### config.mk
export PLATFORM = sky130hd
export DESIGN_NAME = writeback_queue
export DESIGN_NICKNAME = d
export VERILOG_FILES = /design/src/rtl/wb_pkg.sv /design/src/rtl/wb_fifo.sv /design/src/rtl/writeback_queue.sv
export SDC_FILE = /design/constraint.sdc
export NUM_CORES = 1
export LEC_CHECK = 0
export ABC_AREA = 0
export BUFFER_PORTS_ARGS = -buffer_cell sky130_fd_sc_hd__buf_4
export CAP_MARGIN = 20
export CORE_UTILIZATION = 35
export CTS_BUF_LIST = sky130_fd_sc_hd__clkbuf_2
export DETAILED_ROUTE_END_ITERATION = 7
export GPL_ROUTABILITY_DRIVEN = 0
export GPL_TIMING_DRIVEN = 0
export PLACE_DENSITY = 0.64
export SETUP_SLACK_MARGIN = 0.05
export SLEW_MARGIN = 20
export SYNTH_ARGS = -nofsm -noshare
export SYNTH_HDL_FRONTEND = slang
export SYNTH_SLANG_ARGS = --single-unit
### constraint.sdc
create_clock -name clock -period 6.2 [get_ports clock]
set_input_delay 0.62 -clock clock [delete_from_list [all_inputs] [get_ports clock]]
set_output_delay 0.62 -clock clock [all_outputs]
set_load 0.01 [all_outputs]
### src/rtl/wb_pkg.sv
// Shared types and constants for the writeback queue: register-file geometry,
// queue entry payload and result-source encoding.
package wb_pkg;

    localparam int unsigned DATA_W   = 32;
    localparam int unsigned ADDR_W   = 5;
    localparam int unsigned NUM_REGS = 32;

    typedef struct packed {
        logic [ADDR_W-1:0] wa;
        logic [DATA_W-1:0] wd;
    } wb_entry_t;

    typedef enum logic {
        SRC_ALU = 1'b0,
        SRC_MEM = 1'b1
    } src_e;

    function automatic src_e other_src(input src_e s);
        return (s == SRC_ALU) ? SRC_MEM : SRC_ALU;
    endfunction

endpackage

### src/rtl/wb_fifo.sv
// In-order synchronous FIFO of writeback entries; the whole storage array and
// read pointer are exported so the top can search queued results for bypass.
module wb_fifo
    import wb_pkg::*;
#(
    parameter int unsigned DEPTH = 4
) (
    input  logic                          clock,
    input  logic                          reset,
    input  logic                          i_push,
    input  wb_entry_t                     i_din,
    input  logic                          i_pop,
    output logic [$clog2(DEPTH):0]        o_count,
    output wb_entry_t                     o_head,
    output wb_entry_t [DEPTH-1:0]         o_entries,
    output logic [$clog2(DEPTH)-1:0]      o_rd_ptr
);

    localparam int unsigned PTR_W = $clog2(DEPTH);
    localparam int unsigned CNT_W = PTR_W + 1;

    wb_entry_t [DEPTH-1:0] r_mem;
    logic [PTR_W-1:0]      r_rd_ptr;
    logic [PTR_W-1:0]      r_wr_ptr;
    logic [CNT_W-1:0]      r_count;

    // Pointers wrap naturally since DEPTH is a power of two; count tells full from empty.
    always_ff @(posedge clock) begin
        if (!reset) begin
            r_rd_ptr <= '0;
            r_wr_ptr <= '0;
            r_count  <= '0;
        end else begin
            if (i_push) r_wr_ptr <= r_wr_ptr + PTR_W'(1);
            if (i_pop)  r_rd_ptr <= r_rd_ptr + PTR_W'(1);
            case ({i_push, i_pop})
                2'b10:   r_count <= r_count + CNT_W'(1);
                2'b01:   r_count <= r_count - CNT_W'(1);
                default: r_count <= r_count;
            endcase
        end
    end

    // Storage needs no reset: occupancy alone decides which slots are live.
    always_ff @(posedge clock) begin
        if (i_push) r_mem[r_wr_ptr] <= i_din;
    end

    assign o_count   = r_count;
    assign o_head    = r_mem[r_rd_ptr];
    assign o_entries = r_mem;
    assign o_rd_ptr  = r_rd_ptr;

endmodule

### src/rtl/writeback_queue.sv
// Writeback stage feeding the register-file write port: arbitrates ALU/load results,
// queues them in order, retires one per cycle and tracks pending writes. Macro WBQ_BYPASS_EN adds bypass search.
module writeback_queue
    import wb_pkg::*;
#(
    parameter int unsigned DEPTH = 4
) (
    input  logic                       clock,
    input  logic                       reset,
    input  logic                       alu_valid,
    output logic                       alu_ready,
    input  logic [ADDR_W-1:0]          alu_wa,
    input  logic [DATA_W-1:0]          alu_wd,
    input  logic                       mem_valid,
    output logic                       mem_ready,
    input  logic [ADDR_W-1:0]          mem_wa,
    input  logic [DATA_W-1:0]          mem_wd,
    input  logic                       drain_en,
    input  logic                       iss_valid,
    input  logic [ADDR_W-1:0]          iss_wa,
    output logic                       rf_we,
    output logic [ADDR_W-1:0]          rf_wa,
    output logic [DATA_W-1:0]          rf_wd,
    output logic [NUM_REGS-1:0]        busy,
    output logic [$clog2(DEPTH):0]     count,
    input  logic [ADDR_W-1:0]          ra0,
    input  logic [ADDR_W-1:0]          ra1,
    output logic                       fwd0_hit,
    output logic                       fwd1_hit,
    output logic [DATA_W-1:0]          fwd0_data,
    output logic [DATA_W-1:0]          fwd1_data
);

    localparam int unsigned PTR_W = $clog2(DEPTH);
    localparam int unsigned CNT_W = PTR_W + 1;

    src_e                  r_rr_prio;
    logic [NUM_REGS-1:0]   r_busy;
    logic [NUM_REGS-1:0]   w_busy_nxt;
    logic                  w_grant_alu;
    logic                  w_grant_mem;
    logic                  w_not_full;
    logic                  w_acc_alu;
    logic                  w_acc_mem;
    logic                  w_push;
    logic                  w_pop;
    src_e                  w_acc_src;
    wb_entry_t             w_in;
    wb_entry_t             w_head;
    wb_entry_t [DEPTH-1:0] w_entries;
    logic [PTR_W-1:0]      w_rd_ptr;
    logic [CNT_W-1:0]      w_count;

    // Round-robin grant: a lone requester always wins, a tie goes to the favoured source.
    assign w_grant_alu = alu_valid & (~mem_valid | (r_rr_prio == SRC_ALU));
    assign w_grant_mem = mem_valid & (~alu_valid | (r_rr_prio == SRC_MEM));
    assign w_not_full  = (w_count < CNT_W'(DEPTH));
    assign alu_ready   = reset & w_grant_alu & w_not_full;
    assign mem_ready   = reset & w_grant_mem & w_not_full;
    assign w_acc_alu   = alu_valid & alu_ready;
    assign w_acc_mem   = mem_valid & mem_ready;
    assign w_acc_src   = w_acc_mem ? SRC_MEM : SRC_ALU;
    assign w_in        = w_acc_mem ? wb_entry_t'({mem_wa, mem_wd}) : wb_entry_t'({alu_wa, alu_wd});

    // Writes to r0 complete the handshake but are dropped here.
    assign w_push = (w_acc_alu | w_acc_mem) & (w_in.wa != '0);
    assign w_pop  = reset & drain_en & (w_count != '0);

    always_ff @(posedge clock) begin
        if (!reset)                     r_rr_prio <= SRC_ALU;
        else if (w_acc_alu | w_acc_mem) r_rr_prio <= other_src(w_acc_src);
    end

    wb_fifo #(.DEPTH(DEPTH)) u_fifo (
        .clock     (clock),
        .reset     (reset),
        .i_push    (w_push),
        .i_din     (w_in),
        .i_pop     (w_pop),
        .o_count   (w_count),
        .o_head    (w_head),
        .o_entries (w_entries),
        .o_rd_ptr  (w_rd_ptr)
    );

    assign rf_we = w_pop;
    assign rf_wa = reset ? w_head.wa : '0;
    assign rf_wd = reset ? w_head.wd : '0;
    assign count = w_count;

    // Retirement clears, dispatch sets; set wins on the same register.
    always_comb begin
        w_busy_nxt = r_busy;
        if (w_pop) w_busy_nxt[w_head.wa] = 1'b0;
        if (iss_valid && (iss_wa != '0)) w_busy_nxt[iss_wa] = 1'b1;
        w_busy_nxt[0] = 1'b0;
    end

    always_ff @(posedge clock) begin
        if (!reset) r_busy <= '0;
        else        r_busy <= w_busy_nxt;
    end

    assign busy = r_busy;

`ifdef WBQ_BYPASS_EN
    // Walk oldest to youngest so the last live match is the youngest value.
    always_comb begin
        logic [PTR_W-1:0] idx;
        idx       = '0;
        fwd0_hit  = 1'b0;
        fwd1_hit  = 1'b0;
        fwd0_data = '0;
        fwd1_data = '0;
        for (int unsigned i = 0; i < DEPTH; i++) begin
            idx = w_rd_ptr + PTR_W'(i);
            if (CNT_W'(i) < w_count) begin
                if ((ra0 != '0) && (w_entries[idx].wa == ra0)) begin
                    fwd0_hit  = 1'b1;
                    fwd0_data = w_entries[idx].wd;
                end
                if ((ra1 != '0) && (w_entries[idx].wa == ra1)) begin
                    fwd1_hit  = 1'b1;
                    fwd1_data = w_entries[idx].wd;
                end
            end
        end
    end
`else
    logic w_unused;
    assign w_unused  = ^{ra0, ra1, w_entries, w_rd_ptr};
    assign fwd0_hit  = 1'b0;
    assign fwd1_hit  = 1'b0;
    assign fwd0_data = '0;
    assign fwd1_data = '0;
`endif

endmodule

==> results.toml <==
[grt]
grtUsageTotal = 0.151
overflow = 0
grt_pass1_wl_microns = 27500
grt_pass1_vias = 5006
antenna_found_initial = 0
grt_max_degree = 25

[detailed_routing]
vias_per_cell = 4.45
drc = 0
ant_nets = 0
vias = 5083
firstDrtPassIters = 4
wire_per_inst_microns = 15.8
drt_first_iter_violations = 178
drt-total-wl_microns = 18100

[synthesis]
yosysWarnings = 0
synthCells = 564
ys.flop_type = "edfxtp_1"
yosysUniqueCellTypes = 36
syn_area_per_cell_sq_um = 14.8
synth_area_sq_um = 8340
synth_edf_count = 148
synth_top_area_share = 0.533
yosys.area.top_type = "edfxtp_1"
synth_area_leaders = "edfxtp_1 53%, mux4_2 10%, dfxtp_1 9.4%"
seq_area_frac_synth = 0.626
ys_async_sr_fraction = 0
synth_seq_cells = 187

[sta]
clock_skew_ns = 0.0726
setup_ws_ns = 2.53
worst_slew_pin_slew_ns = 1.02
max_freq_mhz = 273
period_share = 0.591
setup_violations = 0
slew_viol_final = 0
rsz0062_at_grt = "no"
hold_violations = 0
relSlewSlack = 0.316
finalSetupTns_ns = 0
period_minus_slack_ns = 3.67

[worst_setup_path]
crit_required_ns = 5.58
path_cells = "clkbuf_1 -> clkbuf_1 -> mux4_2 -> and2_1 -> buf_4"
reg2regPathDepth = 11
critPathLaunchType = "flop"
slowest_stage = "clkbuf_1"
regToRegSetupSlack_ns = 3.53
critPathMaxStageDelay_ns = 0.67
r2r_start = "u_fifo.o_count[2]"
cp_common_cell = "clkbuf_1"
arrival_ns = 3.05
reg2reg_to = "u_fifo.o_count[2]"
path_class = "reg -> out"
critPathCaptureType = "output port"
worstPathMaxFanout = 10

[cts]
clkLatencyLatePin_ns = 0.78
clkTransAtPathRegs_ns = 0.34
cts_root_buf = "clkbuf_2"
cts.htree.levels = 4
cts_buffers = 17
cts_resized = 0
tritoncts = "done"
clock_sinks = 187
postCtsHoldBufs = 0
postCtsSetupBuffers = 0
cts.path.max_buffers = 2

[die]
core_sq_um = 23400
row_count = 56
die_h_microns = 156
start_util = 0.356
die-area_sq_um = 24500
io_pins = 236
die_w_microns = 156

[pwr]
vdd_drop_max_uv = 121
seqPwrFrac = 0.565
p_clk_frac = 0.255
switchingPower_w = 0.000720
p_int_w = 0.00183
p_leak_nw = 4.21
power_density_nw_per_um2 = 243
swShare = 0.282
power_frac_comb = 0.180

[hold_path]
hold_depth = 4
hp-start = "iss_wa[3]"
hold_path_end = "busy[3]"
hold_path_class = "in -> reg"

[run]
cap_violations = 0

[outcome]
status = "finished, final reports clean"

[finish]
syn_to_final_growth_pct = 26.3
fin_cells = 1142
nFillCells = 2186
design_area_sq_um = 10500
drive_gt1_frac = 0.430
num-nets-final = 911
antenna_cells = 0

[place]
io_buffers = 157
placed_cells = 1110
dp_slack_ns = 2.84
post_dp_cell_area_sq_um = 10300
detailed_place_hpwl_microns = 12800
==> logic make-up (layout without fill, tap and decap cells) <==
group / after synthesis / in the layout / synth area share
multiplexers: 75 / 75 / 0.151
AND/OR/NAND/NOR: 156 / 156 / 0.0930
other: 1 / 67 / 0.000450
AO/OA/AOI/OAI: 36 / 36 / 0.0368
adder cells (fa/ha/maj): 6 / 6 / 0.00990
buffers and inverters: 98 / 291 / 0.0771
flip-flops: 187 / 187 / 0.626
XOR/XNOR: 5 / 5 / 0.00525
==> worst max-delay path: cells and delay by family, from the launching register on <==
kind | cells | cell delay (ns)
flip-flops | 1 | 0.40
AND/OR/NAND/NOR | 1 | 0.20
buffers and inverters | 3 | 1.31
multiplexers | 1 | 0.40
==> power by group through the flow <==
stage	sequential (W)	combinational, W	clock [W]
2_1_floorplan	0.00147	0.000286	0
5_1_grt	0.00145	0.000504	0.000714
4_1_cts	0.00144	0.000468	0.000671
3_5_place_dp	0.00147	0.000466	0
3_3_place_gp	0.00147	0.000454	0
6_report	0.00144	0.000459	0.000653
==> layer usage <==
layer / wire length [microns] / GRT usage
met3: 1310 / 0.0374
met2: 8910 / 0.262
met5: 0 / 0
met4: 156 / 0.0392
met1: 7710 / 0.189
==> Yosys cell counts (all sizes together) (5+ instances only) <==
cell type / number
mux4: 37
dfxtp: 39
nor2: 8
ha: 5
and2: 46
o211ai: 28
nor3: 5
mux2: 37
nand2: 73
clkbuf: 13
edfxtp: 148
inv: 8
buf: 77
==> cell type report <==
cell class,instances,area [sq um],share of cell area
Sequential cell,187,5230,0.496
Multi-Input combinational cell,345,2730,0.259
Timing Repair Buffer,161,1260,0.119
Buffer,90,613,0.0582
Tap cell,319,399,0.0379
Clock inverter,14,194,0.0184
Clock buffer,18,90.1,0.00855
Inverter,8,30.0,0.00285
==> registers in the layout, summed over array words and instances (netlist names) <==
signal            count
u_fifo.r_wr_ptr       2
u_fifo.o_rd_ptr       2
u_fifo.o_count        3
u_fifo.o_entries    148
busy                 31
r_rr_prio             1
==> worst max-delay path by stage <==
stage | start | endpoint | slack (ns)
after global routing | u_fifo.o_rd_ptr[1] | rf_wd[27] | 2.32
after floorplan | reset | u_fifo.o_entries[0] | 3.36
after global placement | reset | u_fifo.o_entries[50] | 1.90
after CTS | u_fifo.o_rd_ptr[1] | rf_wd[27] | 2.39
final | u_fifo.o_rd_ptr[1] | rf_wd[27] | 2.53
after detailed placement | reset | u_fifo.o_entries[89] | 2.84
==> cell usage in the layout, fill, tap and decap left out, drive strengths merged, types with 2 or more instances in the layout <==
| cell | netlist | routed |
|---|---|---|
| buf | 77 | 238 |
| edfxtp | 148 | 148 |
| nand2 | 73 | 73 |
| conb | 1 | 67 |
| and2 | 46 | 46 |
| dfxtp | 39 | 39 |
| mux2 | 37 | 37 |
| mux4 | 37 | 37 |
| clkbuf | 13 | 31 |
| o211ai | 28 | 28 |
| inv | 8 | 13 |
| nor2 | 8 | 8 |
| clkinv | 0 | 6 |
| nor3 | 5 | 5 |
| ha | 5 | 5 |
| nor2b | 4 | 4 |
| xnor2 | 4 | 4 |
| nor3b | 4 | 4 |
| o311ai | 4 | 4 |
| nand2b | 3 | 3 |
| and3 | 3 | 3 |
| nand3 | 3 | 3 |
| o21ai | 2 | 2 |
| nand3b | 2 | 2 |
| or3 | 2 | 2 |
| and3b | 2 | 2 |
| clkinvlp | 0 | 2 |
==> per-stage QoR <==
stage | util | total power, W | hold WS [ns]
after CTS | 0.450 | 0.00258 | 0.0621
final | 0.450 | 0.00255 | 0.142
after floorplan | - | 0.00175 | 0.479
after global routing | 0.450 | 0.00267 | 0.0791
after detailed placement | 0.438 | 0.00194 | 0.453
after global placement | 0.434 | 0.00193 | 0.452
Note: power is estimated with default switching activity, not from simulation.
